File: src/rtl/fifo_write_arbiter_pkg.sv
// fifo_arb_pkg: shared types and helpers for the FIFO write-port arbiter.
//   arb_state_e : arbiter FSM state encoding (IDLE / GRANT)
//   idx_w()     : width of an index or counter holding values 0..n-1
package fifo_arb_pkg;

  typedef enum logic {
    ARB_IDLE  = 1'b0,
    ARB_GRANT = 1'b1
  } arb_state_e;

  // Never narrower than one bit so degenerate sizes still give a legal vector.
  function automatic int unsigned idx_w(input int unsigned n);
    return (n < 2) ? 1 : $clog2(n);
  endfunction

endpackage

File: src/rtl/fifo_write_arbiter_if.sv
// fifo_write_arbiter_if: producer streams plus the FIFO write port.
//   req_valid/req_data/req_last/req_ready : NUM_REQ valid/ready producer streams,
//                                           lane i data at [i*DATA_WIDTH +: DATA_WIDTH]
//   fifo_full/fifo_wr_en/fifo_din         : sync_fifo write side
// master = producers + FIFO (environment), slave = the arbiter.
interface fifo_write_arbiter_if #(
  parameter int NUM_REQ    = 3,
  parameter int DATA_WIDTH = 16
);
  logic [NUM_REQ-1:0]            req_valid;
  logic [NUM_REQ*DATA_WIDTH-1:0] req_data;
  logic [NUM_REQ-1:0]            req_last;
  logic [NUM_REQ-1:0]            req_ready;
  logic                          fifo_full;
  logic                          fifo_wr_en;
  logic [DATA_WIDTH-1:0]         fifo_din;

  modport master (
    output req_valid, req_data, req_last, fifo_full,
    input  req_ready, fifo_wr_en, fifo_din
  );

  modport slave (
    input  req_valid, req_data, req_last, fifo_full,
    output req_ready, fifo_wr_en, fifo_din
  );
endinterface

File: src/rtl/fifo_write_arbiter_rr_pick.sv
// rr_pick: combinational rotate-from-pointer priority encoder.
//   req_valid : request vector
//   rr_ptr    : index that has highest priority this round
//   pick_idx  : first set request scanning upward from rr_ptr, wrapping
//   pick_vld  : any request set
module rr_pick
  import fifo_arb_pkg::*;
#(
  parameter int NUM_REQ = 3,
  parameter int IDX_W   = idx_w(NUM_REQ)
) (
  input  logic [NUM_REQ-1:0] req_valid,
  input  logic [IDX_W-1:0]   rr_ptr,
  output logic [IDX_W-1:0]   pick_idx,
  output logic               pick_vld
);

  logic [IDX_W-1:0] cand;

  // Scan from the farthest offset down so the nearest hit to rr_ptr wins.
  // Modulo keeps the wrap correct for non-power-of-two NUM_REQ.
  always_comb begin
    pick_idx = '0;
    pick_vld = 1'b0;
    cand     = '0;
    for (int k = NUM_REQ - 1; k >= 0; k--) begin
      cand = IDX_W'((int'(rr_ptr) + k) % NUM_REQ);
      if (req_valid[cand]) begin
        pick_idx = cand;
        pick_vld = 1'b1;
      end
    end
  end

endmodule

File: src/rtl/fifo_write_arbiter.sv
// fifo_write_arbiter: round-robin share of one sync_fifo write port between
// NUM_REQ producers, bursts of at most BURST_LEN words per grant.
//   clk, reset : clock, async active-high reset
//   bus        : producer streams + FIFO write port (slave side)
//   grant_id   : current / last granted requester
//   busy       : high while a grant is held
module fifo_write_arbiter
  import fifo_arb_pkg::*;
#(
  parameter int NUM_REQ    = 3,
  parameter int DATA_WIDTH = 16,
  parameter int BURST_LEN  = 4
) (
  input  logic                        clk,
  input  logic                        reset,
  fifo_write_arbiter_if.slave         bus,
  output logic [idx_w(NUM_REQ)-1:0]   grant_id,
  output logic                        busy
);

  localparam int GID_W  = idx_w(NUM_REQ);
  localparam int BCNT_W = idx_w(BURST_LEN + 1);
  localparam logic [BCNT_W-1:0] LAST_BEAT = BCNT_W'(BURST_LEN - 1);
  localparam logic [GID_W-1:0]  MAX_ID    = GID_W'(NUM_REQ - 1);

  arb_state_e         state_q, state_d;
  logic [GID_W-1:0]   rr_ptr_q, rr_ptr_d;
  logic [GID_W-1:0]   grant_id_q, grant_id_d;
  logic [BCNT_W-1:0]  beat_cnt_q, beat_cnt_d;

  logic [GID_W-1:0]   pick_idx;
  logic               pick_vld;
  logic [NUM_REQ-1:0][DATA_WIDTH-1:0] data_arr;
  logic               g_valid, g_last, xfer, burst_end;

  rr_pick #(.NUM_REQ(NUM_REQ), .IDX_W(GID_W)) u_pick (
    .req_valid (bus.req_valid),
    .rr_ptr    (rr_ptr_q),
    .pick_idx  (pick_idx),
    .pick_vld  (pick_vld)
  );

  assign data_arr = bus.req_data;
  assign g_valid  = bus.req_valid[grant_id_q];
  assign g_last   = bus.req_last[grant_id_q];
  // fifo_full gates the transfer combinationally so a full flag rising in a
  // grant cycle never lets a word through.
  assign xfer     = (state_q == ARB_GRANT) && g_valid && !bus.fifo_full;
  // Release (valid dropped) ends the burst without a transfer; a stall on
  // fifo_full alone never ends it.
  assign burst_end = (state_q == ARB_GRANT) &&
                     (!g_valid || (xfer && (g_last || beat_cnt_q == LAST_BEAT)));

  always_comb begin
    bus.req_ready = '0;
    if (state_q == ARB_GRANT) bus.req_ready[grant_id_q] = !bus.fifo_full;
  end

  assign bus.fifo_wr_en = xfer;
  assign bus.fifo_din   = data_arr[grant_id_q];
  assign grant_id       = grant_id_q;
  assign busy           = (state_q == ARB_GRANT);

  always_comb begin
    state_d    = state_q;
    rr_ptr_d   = rr_ptr_q;
    grant_id_d = grant_id_q;
    beat_cnt_d = beat_cnt_q;
    case (state_q)
      ARB_IDLE: begin
        if (pick_vld) begin
          state_d    = ARB_GRANT;
          grant_id_d = pick_idx;
          beat_cnt_d = '0;
        end
      end
      ARB_GRANT: begin
        if (xfer) beat_cnt_d = beat_cnt_q + 1'b1;
        if (burst_end) begin
          state_d  = ARB_IDLE;
          rr_ptr_d = (grant_id_q == MAX_ID) ? '0 : grant_id_q + 1'b1;
        end
      end
      default: state_d = ARB_IDLE;
    endcase
  end

  always_ff @(posedge clk or posedge reset) begin
    if (reset) begin
      state_q    <= ARB_IDLE;
      rr_ptr_q   <= '0;
      grant_id_q <= '0;
      beat_cnt_q <= '0;
    end else begin
      state_q    <= state_d;
      rr_ptr_q   <= rr_ptr_d;
      grant_id_q <= grant_id_d;
      beat_cnt_q <= beat_cnt_d;
    end
  end

endmodule
File: src/flat_wrapper.sv
// flat-port wrapper written by rule: the top's interface ports become plain ports
module fifo_write_arbiter_flat import fifo_arb_pkg::*;
#(
  parameter int NUM_REQ    = 3,
  parameter int DATA_WIDTH = 16,
  parameter int BURST_LEN  = 4
)
  (clk, reset, grant_id, busy, bus_req_valid, bus_req_data, bus_req_last, bus_fifo_full, bus_req_ready, bus_fifo_wr_en, bus_fifo_din);
  fifo_write_arbiter_if #(.NUM_REQ(NUM_REQ), .DATA_WIDTH(DATA_WIDTH)) bus_i ();
  input  logic clk;
  input  logic reset;
  output logic [idx_w(NUM_REQ)-1:0] grant_id;
  output logic busy;
  input wire logic [$bits(bus_i.req_valid)-1:0] bus_req_valid;
  input wire logic [$bits(bus_i.req_data)-1:0] bus_req_data;
  input wire logic [$bits(bus_i.req_last)-1:0] bus_req_last;
  input wire logic [$bits(bus_i.fifo_full)-1:0] bus_fifo_full;
  output wire logic [$bits(bus_i.req_ready)-1:0] bus_req_ready;
  output wire logic [$bits(bus_i.fifo_wr_en)-1:0] bus_fifo_wr_en;
  output wire logic [$bits(bus_i.fifo_din)-1:0] bus_fifo_din;
  assign bus_i.req_valid = bus_req_valid;
  assign bus_i.req_data = bus_req_data;
  assign bus_i.req_last = bus_req_last;
  assign bus_i.fifo_full = bus_fifo_full;
  assign bus_req_ready = bus_i.req_ready;
  assign bus_fifo_wr_en = bus_i.fifo_wr_en;
  assign bus_fifo_din = bus_i.fifo_din;
  fifo_write_arbiter #(.NUM_REQ(NUM_REQ), .DATA_WIDTH(DATA_WIDTH), .BURST_LEN(BURST_LEN)) u_core (.clk(clk), .reset(reset), .bus(bus_i), .grant_id(grant_id), .busy(busy));
endmodule
File: config.mk
export PLATFORM = sky130hd
export DESIGN_NAME = fifo_write_arbiter_flat
export DESIGN_NICKNAME = d
export VERILOG_FILES = /design/src/rtl/fifo_write_arbiter_pkg.sv /design/src/rtl/fifo_write_arbiter_if.sv /design/src/rtl/fifo_write_arbiter_rr_pick.sv /design/src/rtl/fifo_write_arbiter.sv /design/src/flat_wrapper.sv
export SDC_FILE = /design/constraint.sdc
export NUM_CORES = 1
export LEC_CHECK = 0
export ABC_AREA = 1
export CAP_MARGIN = 20
export CELL_PAD_IN_SITES_DETAIL_PLACEMENT = 1
export CELL_PAD_IN_SITES_GLOBAL_PLACEMENT = 2
export CORE_MARGIN = 4
export CORE_UTILIZATION = 13
export DETAILED_ROUTE_END_ITERATION = 12
export HOLD_SLACK_MARGIN = 0.02
export PLACE_DENSITY = 0.72
export SYNTH_ARGS = -nofsm -noshare
export SYNTH_HDL_FRONTEND = slang
export SYNTH_SLANG_ARGS = --single-unit
File: constraint.sdc
create_clock -name clk -period 1.61 [get_ports clk]
set_input_delay 0.2415 -clock clk [delete_from_list [all_inputs] [get_ports clk]]
set_output_delay 0.2415 -clock clk [all_outputs]
set_load 0.05 [all_outputs]
==> run metrics <==
GRT Util Overall 0.0987; share of post-route cells with drive strength above 1 0.492; Placed Cells 350; Root Driver clkbuf_8; register share of total power 0.081; Period minus WS final 1.73 ns; die height 95.3 um; Synth area leaders nand2_1 25%, dfrtp_1 20%, a22oi_1 12%; Routed WL 4860 um; leakage 1.16 nW; H-tree Lvls 1; drt initial violations 21; core box area 7330 um2; Yosys reg bits 8; GP Congestion 0.816; input/output buffers 79; Hold Violations, Final 0; syn nets 220; GRT overflow 0; failing checks setup timing; CTS sink cnt 8; VDD IR max 0.000946 V; clock-pin slew on the worst setup and hold paths 0.05 ns; total number of yosys warnings 0; Gate power share 0.870; fmax 579 MHz; detailed-router iteration count before antenna repair 4; wire length of the first global-routing pass 7050 um; outcome finished with violations; Internal Power 2.64 mW; io pins 80; max-slew violations 0; commonest non-fill, non-tap cells in the layout 56 x clkdlybuf4s50_1, 46 x nand2_1, 27 x buf_4, 24 x buf_12, 22 x nand2_2; Avg WL per Cell 13.3 um; Setup CP Type flop to primary output; clock share of power 0.049; Yosys top cell area share 0.254; Die Width 95.3 um; fillers 844; R2R cell count 10; Post-synth EDFFs 0; CP max FO 8; ys flop type dfrtp_1; DR vias 1492; final setup fails 17; Critical Path End Type primary output; most common cell after layout, fill and taps aside clkdlybuf4s50_1; hpwl dp 3760 um; via density per instance 4.09; P_sw 2.61 mW; cts bufs inserted 3; total die area 9080 um2; register area 208 um2; ANT nets after route 0; vias in the first global route 1532; Sw Share 0.498; final design utilization 0.367; Cell Area, Synth 991 um2; Final period util 1.07; HP Class input port to async pin; P&R area growth vs syn 172%; Mapped Cells 158; DP Area 2370 um2; fin area 2690 um2; RSZ-0062 raised after global routing true; TritonCTS clock tree yes; NumNets Final 329; final worst slack -0.116 ns; register area share after synthesis 0.202; CP Launch Type flop; Tightest Pin Transition 0.304 ns; Ant. Diodes 0; Starting Density 0.135; asr flop ratio synth 1.00; pin count of the biggest net entering global routing 18; row count 31; # Max-Cap Violations 0; non-filler instance count after layout 365; Max clock buf depth 2; post-synth top area cell nand2_1; Power Total 5.25 mW; multi-input logic area 931 um2; setup slack at placement -0.126 ns; Mean Syn Cell Area 6.27 um2; CTS Hold Bufs 0; final worst clock skew 0.00881 ns; initial antenna violation count 0; Clk Latency, worst-skew pair 0.23 ns; Power Density 1950 nW/um2; Data arrival, critical path 1.48 ns; Max-Slew Margin vs Limit 0.797; Distinct cells, synth 23; required time of the critical path 1.37 ns; # DRC 0
-- critical path, cell delays in order (launching register included) --
cell	delay (ns)
dfrtp_4	0.56
inv_8	0.09
nor2_8	0.05
clkbuf_16	0.18
a22oi_2	0.13
nand2_2	0.08
buf_12	0.15
-- per-layer routing --
layer | vias to the layer above | wire length (um) | global-route usage
li1 | 736 | - | -
met4 | 0 | 61 | 0.0252
met5 | - | 0 | 0
met1 | 695 | 1960 | 0.112
met3 | 7 | 377 | 0.0229
met2 | 54 | 2470 | 0.183
-- flip-flops by register name (all words and copies together) (netlist names) --
signal             count
u_core.beat_cnt_q      3
u_core.rr_ptr_q        2
u_core.grant_id        2
u_core.busy            1
-- stage by stage --
step / hold slack, ns / setup TNS, ns
global route: 0.275 / -2.93
detailed placement: 0.496 / -0.507
floorplan: 0.0570 / 0
global placement: 0.491 / -0.307
CTS: 0.256 / -1.96
finish: 0.250 / -1.82
-- Yosys cell counts (3+ instances only) --
cell type   n
a21oi_1     4
nor3_1      3
ha_1        5
nand3_1    10
buf_2       3
dfrtp_1     8
nand2_1    67
nand2_2     3
inv_1      16
nor2_1      4
a22oi_1    16
-- area by class of cell --
cell class	instances	area share
multi-input combinational	126	0.346
inverter	19	0.0335
sequential	8	0.0772
clock buffer	4	0.0167
tap	99	0.0460
timing repair buffer	109	0.481
-- power groups by stage --
| stage | Sequential (mW) | Clock, mW | Combinational (mW) |
|---|---|---|---|
| 6_report | 0.427 | 0.255 | 4.56 |
| 5_1_grt | 0.437 | 0.284 | 4.86 |
| 4_1_cts | 0.422 | 0.267 | 4.33 |
| 3_5_place_dp | 0.430 | 0 | 3.98 |
| 3_3_place_gp | 0.424 | 0 | 3.95 |
| 2_1_floorplan | 0.445 | 0 | 2.13 |
-- kinds of logic (layout without fill, tap and decap cells) --
group,count (synthesis),in the layout,share of synthesized area
compound gates,27,27,0.187
fa+ha+maj,5,5,0.0631
buf+inv,24,132,0.112
flops,8,8,0.202
simple gates,94,94,0.436
-- timing repair --
| item | in CTS | in global routing |
|---|---|---|
| hold endpoints to repair | 0 | 0 |
| setup buffers | 7 | 2 |
| resized for setup | 25 | 16 |
| cloned | 0 | 2 |
| setup endpoints to repair | 24 | 26 |
| pin swaps | 4 | 14 |
-- path summary, 6_finish.rpt --
check	start	endpoint	slack [ns]
worst max register to register	u_core.rr_ptr_q[1]$_DFFE_PP0P_	u_core.grant_id[0]$_DFFE_PP0P_	0.07
worst min-delay path	reset	u_core.beat_cnt_q[0]$_DFFE_PP0P_	0.25
max in group asynchronous	reset	u_core.rr_ptr_q[1]$_DFFE_PP0P_	1.10
worst min register to register	u_core.beat_cnt_q[2]$_DFFE_PP0P_	u_core.beat_cnt_q[2]$_DFFE_PP0P_	0.49
min in group clk	u_core.beat_cnt_q[2]$_DFFE_PP0P_	u_core.beat_cnt_q[2]$_DFFE_PP0P_	0.49
worst max-delay path	u_core.grant_id[0]$_DFFE_PP0P_	bus_fifo_din[2]	-0.12
Power figures use the tool's default switching activity.
